[src/rtl/cordic_pipe_mv.sv]
// ---------------------------------------------------------------------------------------------
// cordic_pipe_mv
//
// Fully pipelined CORDIC engine with a per-sample mode bit.
//   ROTATE (mode 0): rotates (x, y) by the binary angle z. z is driven towards 0.
//   VECTOR (mode 1): drives y towards 0. x becomes the magnitude and z accumulates
//                    in_z + atan2(y, x).
// Results carry the CORDIC gain K ~= 1.6468; nothing inside compensates for it.
// Accepts one sample per cycle. Stage 0 is a registered quadrant pre-rotation and is followed
// by STG micro-rotation stages, so latency is STG+1 cycles. The last stage register is the
// output register. One clock enable stalls the whole pipe whenever the output holds a result
// that downstream does not take.
//
// Parameters
//   DW   signed input width of x/y; internal and output width is DW+2
//   STG  number of micro-rotation iterations, 1..31
//   TW   width of the pass-through tag
//
// Ports
//   clk         clock, all state on the rising edge
//   rst_n       asynchronous active-low reset
//   in_valid_i  input sample valid
//   in_ready_o  engine accepts a sample this cycle (combinational)
//   in_mode_i   0 = ROTATE, 1 = VECTOR
//   in_x_i      signed x, DW bits
//   in_y_i      signed y, DW bits
//   in_z_i      binary angle, 2^32 = full turn (0x4000_0000 = +90 deg)
//   in_tag_i    user tag that travels with the sample
//   out_valid_o result valid
//   out_ready_i downstream accepts the result
//   out_mode_o  mode of the result
//   out_x_o     signed x result, DW+2 bits
//   out_y_o     signed y result, DW+2 bits
//   out_z_o     angle result
//   out_tag_o   tag of the result
// ---------------------------------------------------------------------------------------------
module cordic_pipe_mv #(
    parameter int unsigned DW  = 16,
    parameter int unsigned STG = 16,
    parameter int unsigned TW  = 4
) (
    input  logic                   clk,
    input  logic                   rst_n,
    input  logic                   in_valid_i,
    output logic                   in_ready_o,
    input  logic                   in_mode_i,
    input  logic signed [DW-1:0]   in_x_i,
    input  logic signed [DW-1:0]   in_y_i,
    input  logic        [31:0]     in_z_i,
    input  logic        [TW-1:0]   in_tag_i,
    output logic                   out_valid_o,
    input  logic                   out_ready_i,
    output logic                   out_mode_o,
    output logic signed [DW+1:0]   out_x_o,
    output logic signed [DW+1:0]   out_y_o,
    output logic        [31:0]     out_z_o,
    output logic        [TW-1:0]   out_tag_o
);

    // Two guard bits: K * sqrt(2) * 2^(DW-1) < 2^(DW+1), so x/y never overflow.
    localparam int unsigned XW = DW + 2;

    localparam logic [31:0] QuarterTurn = 32'h4000_0000;

    // round(atan(2^-i) * 2^31 / pi), i = 0..30
    localparam logic [31:0] AtanTable [31] = '{
        32'h2000_0000, 32'h12E4_051E, 32'h09FB_385B, 32'h0511_11D4,
        32'h028B_0D43, 32'h0145_D7E1, 32'h00A2_F61E, 32'h0051_7C55,
        32'h0028_BE53, 32'h0014_5F2F, 32'h000A_2F98, 32'h0005_17CC,
        32'h0002_8BE6, 32'h0001_45F3, 32'h0000_A2FA, 32'h0000_517D,
        32'h0000_28BE, 32'h0000_145F, 32'h0000_0A30, 32'h0000_0518,
        32'h0000_028C, 32'h0000_0146, 32'h0000_00A3, 32'h0000_0051,
        32'h0000_0029, 32'h0000_0014, 32'h0000_000A, 32'h0000_0005,
        32'h0000_0003, 32'h0000_0001, 32'h0000_0001
    };

    if (STG < 1 || STG > 31) begin : g_bad_stg
        $error("cordic_pipe_mv: STG must be in 1..31");
    end

    // Index 0 is the pre-rotation register, index STG is the output register.
    logic signed [XW-1:0] x_q   [STG+1];
    logic signed [XW-1:0] x_d   [STG+1];
    logic signed [XW-1:0] y_q   [STG+1];
    logic signed [XW-1:0] y_d   [STG+1];
    logic        [31:0]   z_q   [STG+1];
    logic        [31:0]   z_d   [STG+1];
    logic        [TW-1:0] tag_q [STG+1];
    logic        [TW-1:0] tag_d [STG+1];
    logic        [STG:0]  vld_q;
    logic        [STG:0]  vld_d;
    logic        [STG:0]  mode_q;
    logic        [STG:0]  mode_d;

    logic signed [XW-1:0] x_ext;
    logic signed [XW-1:0] y_ext;
    logic        [STG-1:0] dir;
    logic                 ce;

    // The pipe only stalls when the output register holds an unconsumed result.
    assign ce         = ~vld_q[STG] | out_ready_i;
    assign in_ready_o = ce;

    always_comb begin
        x_ext = {{2{in_x_i[DW-1]}}, in_x_i};
        y_ext = {{2{in_y_i[DW-1]}}, in_y_i};
        dir   = '0;

        // Stage 0: quadrant pre-rotation so the micro-rotations only have to cover +-90 deg.
        x_d[0]    = x_ext;
        y_d[0]    = y_ext;
        z_d[0]    = in_z_i;
        mode_d[0] = in_mode_i;
        tag_d[0]  = in_tag_i;
        vld_d[0]  = in_valid_i;

        if (in_mode_i) begin
            if (x_ext[XW-1]) begin
                if (!y_ext[XW-1]) begin
                    // Quadrant II: rotate by -90 deg, remember +90 deg.
                    x_d[0] = y_ext;
                    y_d[0] = -x_ext;
                    z_d[0] = in_z_i + QuarterTurn;
                end else begin
                    // Quadrant III: rotate by +90 deg, remember -90 deg.
                    x_d[0] = -y_ext;
                    y_d[0] = x_ext;
                    z_d[0] = in_z_i - QuarterTurn;
                end
            end
        end else begin
            unique case (in_z_i[31:30])
                2'b01: begin
                    x_d[0] = -y_ext;
                    y_d[0] = x_ext;
                    z_d[0] = in_z_i - QuarterTurn;
                end
                2'b10: begin
                    x_d[0] = y_ext;
                    y_d[0] = -x_ext;
                    z_d[0] = in_z_i + QuarterTurn;
                end
                default: begin
                end
            endcase
        end

        // Micro-rotations. dir = 1 rotates counter-clockwise by atan(2^-i).
        for (int i = 0; i < STG; i++) begin
            dir[i] = mode_q[i] ? y_q[i][XW-1] : ~z_q[i][31];
            if (dir[i]) begin
                x_d[i+1] = x_q[i] - (y_q[i] >>> i);
                y_d[i+1] = y_q[i] + (x_q[i] >>> i);
                z_d[i+1] = z_q[i] - AtanTable[i];
            end else begin
                x_d[i+1] = x_q[i] + (y_q[i] >>> i);
                y_d[i+1] = y_q[i] - (x_q[i] >>> i);
                z_d[i+1] = z_q[i] + AtanTable[i];
            end
            mode_d[i+1] = mode_q[i];
            tag_d[i+1]  = tag_q[i];
            vld_d[i+1]  = vld_q[i];
        end
    end

    always_ff @(posedge clk or negedge rst_n) begin
        if (!rst_n) begin
            vld_q  <= '0;
            mode_q <= '0;
            for (int i = 0; i <= STG; i++) begin
                x_q[i]   <= '0;
                y_q[i]   <= '0;
                z_q[i]   <= '0;
                tag_q[i] <= '0;
            end
        end else if (ce) begin
            vld_q  <= vld_d;
            mode_q <= mode_d;
            for (int i = 0; i <= STG; i++) begin
                x_q[i]   <= x_d[i];
                y_q[i]   <= y_d[i];
                z_q[i]   <= z_d[i];
                tag_q[i] <= tag_d[i];
            end
        end
    end

    assign out_valid_o = vld_q[STG];
    assign out_mode_o  = mode_q[STG];
    assign out_x_o     = x_q[STG];
    assign out_y_o     = y_q[STG];
    assign out_z_o     = z_q[STG];
    assign out_tag_o   = tag_q[STG];

endmodule

[config.mk]
export PLATFORM = sky130hd
export DESIGN_NAME = cordic_pipe_mv
export DESIGN_NICKNAME = d
export VERILOG_FILES = /design/src/rtl/cordic_pipe_mv.sv
export SDC_FILE = /design/constraint.sdc
export NUM_CORES = 2
export LEC_CHECK = 0
export ABC_AREA = 0
export BUFFER_PORTS_ARGS = -buffer_cell sky130_fd_sc_hd__buf_2
export CORE_MARGIN = 1.5
export CORE_UTILIZATION = 25
export CTS_BUF_LIST = sky130_fd_sc_hd__clkbuf_8
export DETAILED_ROUTE_END_ITERATION = 8
export MAX_ROUTING_LAYER = met4
export PLACE_DENSITY = 0.46
export SLEW_MARGIN = 20
export SYNTH_ARGS = -nofsm -noshare
export SYNTH_HDL_FRONTEND = slang
export SYNTH_SLANG_ARGS = --single-unit
[constraint.sdc]
create_clock -name clk -period 13.1 [get_ports clk]
set_input_delay 1.31 -clock clk [delete_from_list [all_inputs] [get_ports clk]]
set_output_delay 1.31 -clock clk [all_outputs]
set_load 0.05 [all_outputs]
==> impl_metrics.tcl <==
set metrics [dict create \
    synth_top_cell_by_area "dfrtp_1" \
    syn_inst 12300 \
    synth_flop_cell "dfrtp_1" \
    fp.coreArea_um2 400000 \
    die_y_um 638 \
    port_buffers 147 \
    cts_tree "built" \
    clock_skew_ns 0.142 \
    setup_viol 0 \
    post-route-period-util_pct 40.1 \
    startpoint_type "flop" \
    timing.rr.start "mode_q[12]" \
    clk_latency_ns 1.06 \
    row_count 232 \
    grt_max_degree 196 \
    drive_gt1_share_pct 5.47 \
    antenna_found_initial 6 \
    ys_async_sr_fraction_pct 100 \
    report.final.slew_viol_count 0 \
    post_cts_buffers 0 \
    cts_max_level 4 \
    ff_latch_area_um2 31500 \
    drtIter0Drc 5004 \
    worstPathArrival_ns 6.13 \
    crit_path_max_fanout 28 \
    critPathCaptureType "flop" \
    fillers 43700 \
    synth_area_um2 101000 \
    routabilityCongestion 0.836 \
    max_cap_violations 0 \
    syn_avg_cell_area_um2 8.17 \
    setup_tns_ns 0 \
    drc 0 \
    ctsResizeCount 0 \
    hold_viol_final 0 \
    fp.dieW_um 638 \
    slew_headroom_pct 25.0 \
    grt_pass1_wl_um 464000 \
    min_period_ns 5.25 \
    post_drt_wl_per_cell_um 16.1 \
    avgViaCountPerCell 4.79 \
    required_ns 13.97 \
    cts.clk_slew.worst_paths_ns 0.07 \
    ys_seq_area_share_pct 31.2 \
    post-dp-hpwl_um 214000 \
    synth_area_leaders "dfrtp_1, ha_1, a21oi_1, nand2_1, xnor2_1" \
    area_delta_synth_final_pct 10.9 \
    yosys_warnings 0 \
    synth_most_common_cell "nand2_1" \
    synth_fp_nets 13500 \
    start_util_pct 25.2 \
    worstSetupPathType "reg -> reg" \
    track_usage_pct 14.2 \
    min_path_type "in -> async" \
    multiInputGateArea_um2 65300 \
    synth_edf_count 0 \
    r2r-end "y_q[71]" \
    rr_worst_depth 16 \
    hold_buffers 0 \
    worstMarginPinSlew_ns 1.11 \
    reg2reg_slack_ns 7.85 \
    nets 13500 \
    clock-sinks 1257 \
    pin_count 148 \
    wl_um 286000 \
    cts_root_buf "clkbuf_8" \
    post_synth_num_cell_types 87 \
    status "completed" \
    cts_buffers 240 \
    netlist.area_leader.share_pct 31.2 \
    synth_seq_cells 1257 \
    cts_buffer_depth 4 \
    dr.pass1.iters 8 \
    overflow 0 \
    synthTopCellsByCount "nand2_1, a21oi_1, dfrtp_1" \
    rsz0062_at_grt "false" \
    vias 84800 \
    fin_util_pct 27.9 \
    grt_pass1_vias 82900 \
    die-area_um2 407000 \
    antenna_left 0 \
    fmax_mhz 190 \
]
==> state kept, by name (all words and copies together) (netlist names) <==
name / count
x_q: 288
mode_q: 17
out_z_o: 32
y_q: 287
vld_q: 17
out_x_o: 18
out_y_o: 18
z_q: 512
out_tag_o: 4
tag_d: 64
==> metrics by stage <==
step	cell area, µm²	hold slack, ns	worst slack (ns)	cells
CTS	112000	0.208	7.85	17700
global placement	107000	0.445	7.91	17300
global route	112000	0.242	7.36	17700
floorplan	101000	0.430	8.08	12300
detailed placement	107000	0.454	7.88	17300
finish	112000	0.242	7.85	17700
==> metal layers <==
metal  up-vias  GRT usage (%)  part of all wire (%)
met1     39900           19.4                    50
met3       362           1.79                   3.2
met4         0           2.94                   2.0
met2       987           22.3                    45
met5         -              -                     0
li1      43600              -                     -
==> kinds of logic after synthesis <==
| family | count (synthesis) | share of synthesized area, % |
|---|---|---|
| and+or+nand+nor | 4025 | 17.7 |
| AOI/OAI and AO/OA | 3762 | 22.8 |
| buffers and inverters | 1015 | 4.04 |
| xor gates and xnor gates | 1079 | 9.39 |
| muxes | 54 | 0.557 |
| DFF | 1257 | 31.2 |
| adders and majority gates | 1124 | 14.3 |
==> area by class of cell <==
cell class	instances	area share [%]
antenna	2	0.00448
timing repair buffer	220	1.28
clock buffer	302	3.72
inverter	495	1.67
clock inverter	123	0.766
multi-input combinational	10000	58.5
tap	5265	5.90
sequential	1257	28.2
==> critical path, cell delays in order (launching register included) <==
cell	delay, ns
dfrtp_1	0.61
nor2_1	0.08
a21o_1	0.16
buf_4	0.25
inv_1	0.72
o21ai_0	0.30
ha_1	0.34
a21o_1	0.18
a21oi_1	0.22
o21bai_1	0.11
a2111oi_0	0.75
o31ai_1	0.22
a2111oi_0	0.60
o21bai_1	0.12
a21oi_1	0.20
xnor2_1	0.13
a21oi_1	0.08
==> cells in the final DEF, fill, tap and decap left out, drive strengths merged, types with 93 or more instances in the layout <==
cell and count:
o31ai 132, nor2 1159, dfrtp 1257, a211oi 93
inv 558, nor2b 122, xor2 486, nor3 255
a31oi 118, o21bai 136, xnor2 593, buf 220
nand3 195, clkbuf 302, a21o 421, ha 1075
a21oi 1411, o21ai 855, nand2 1685, nand2b 128
==> how the worst max path moves through the flow <==
| stage | end | start |
|---|---|---|
| floorplan | x_q[142] | y_q[161] |
| global placement | y_q[71] | mode_q[12] |
| detailed placement | y_q[71] | mode_q[12] |
| CTS | y_q[71] | mode_q[12] |
| global route | y_q[71] | mode_q[12] |
| finish | y_q[71] | mode_q[12] |
Power is not shown: default switching activity piles up to over one toggle a cycle in this logic, so the estimate is an artifact.
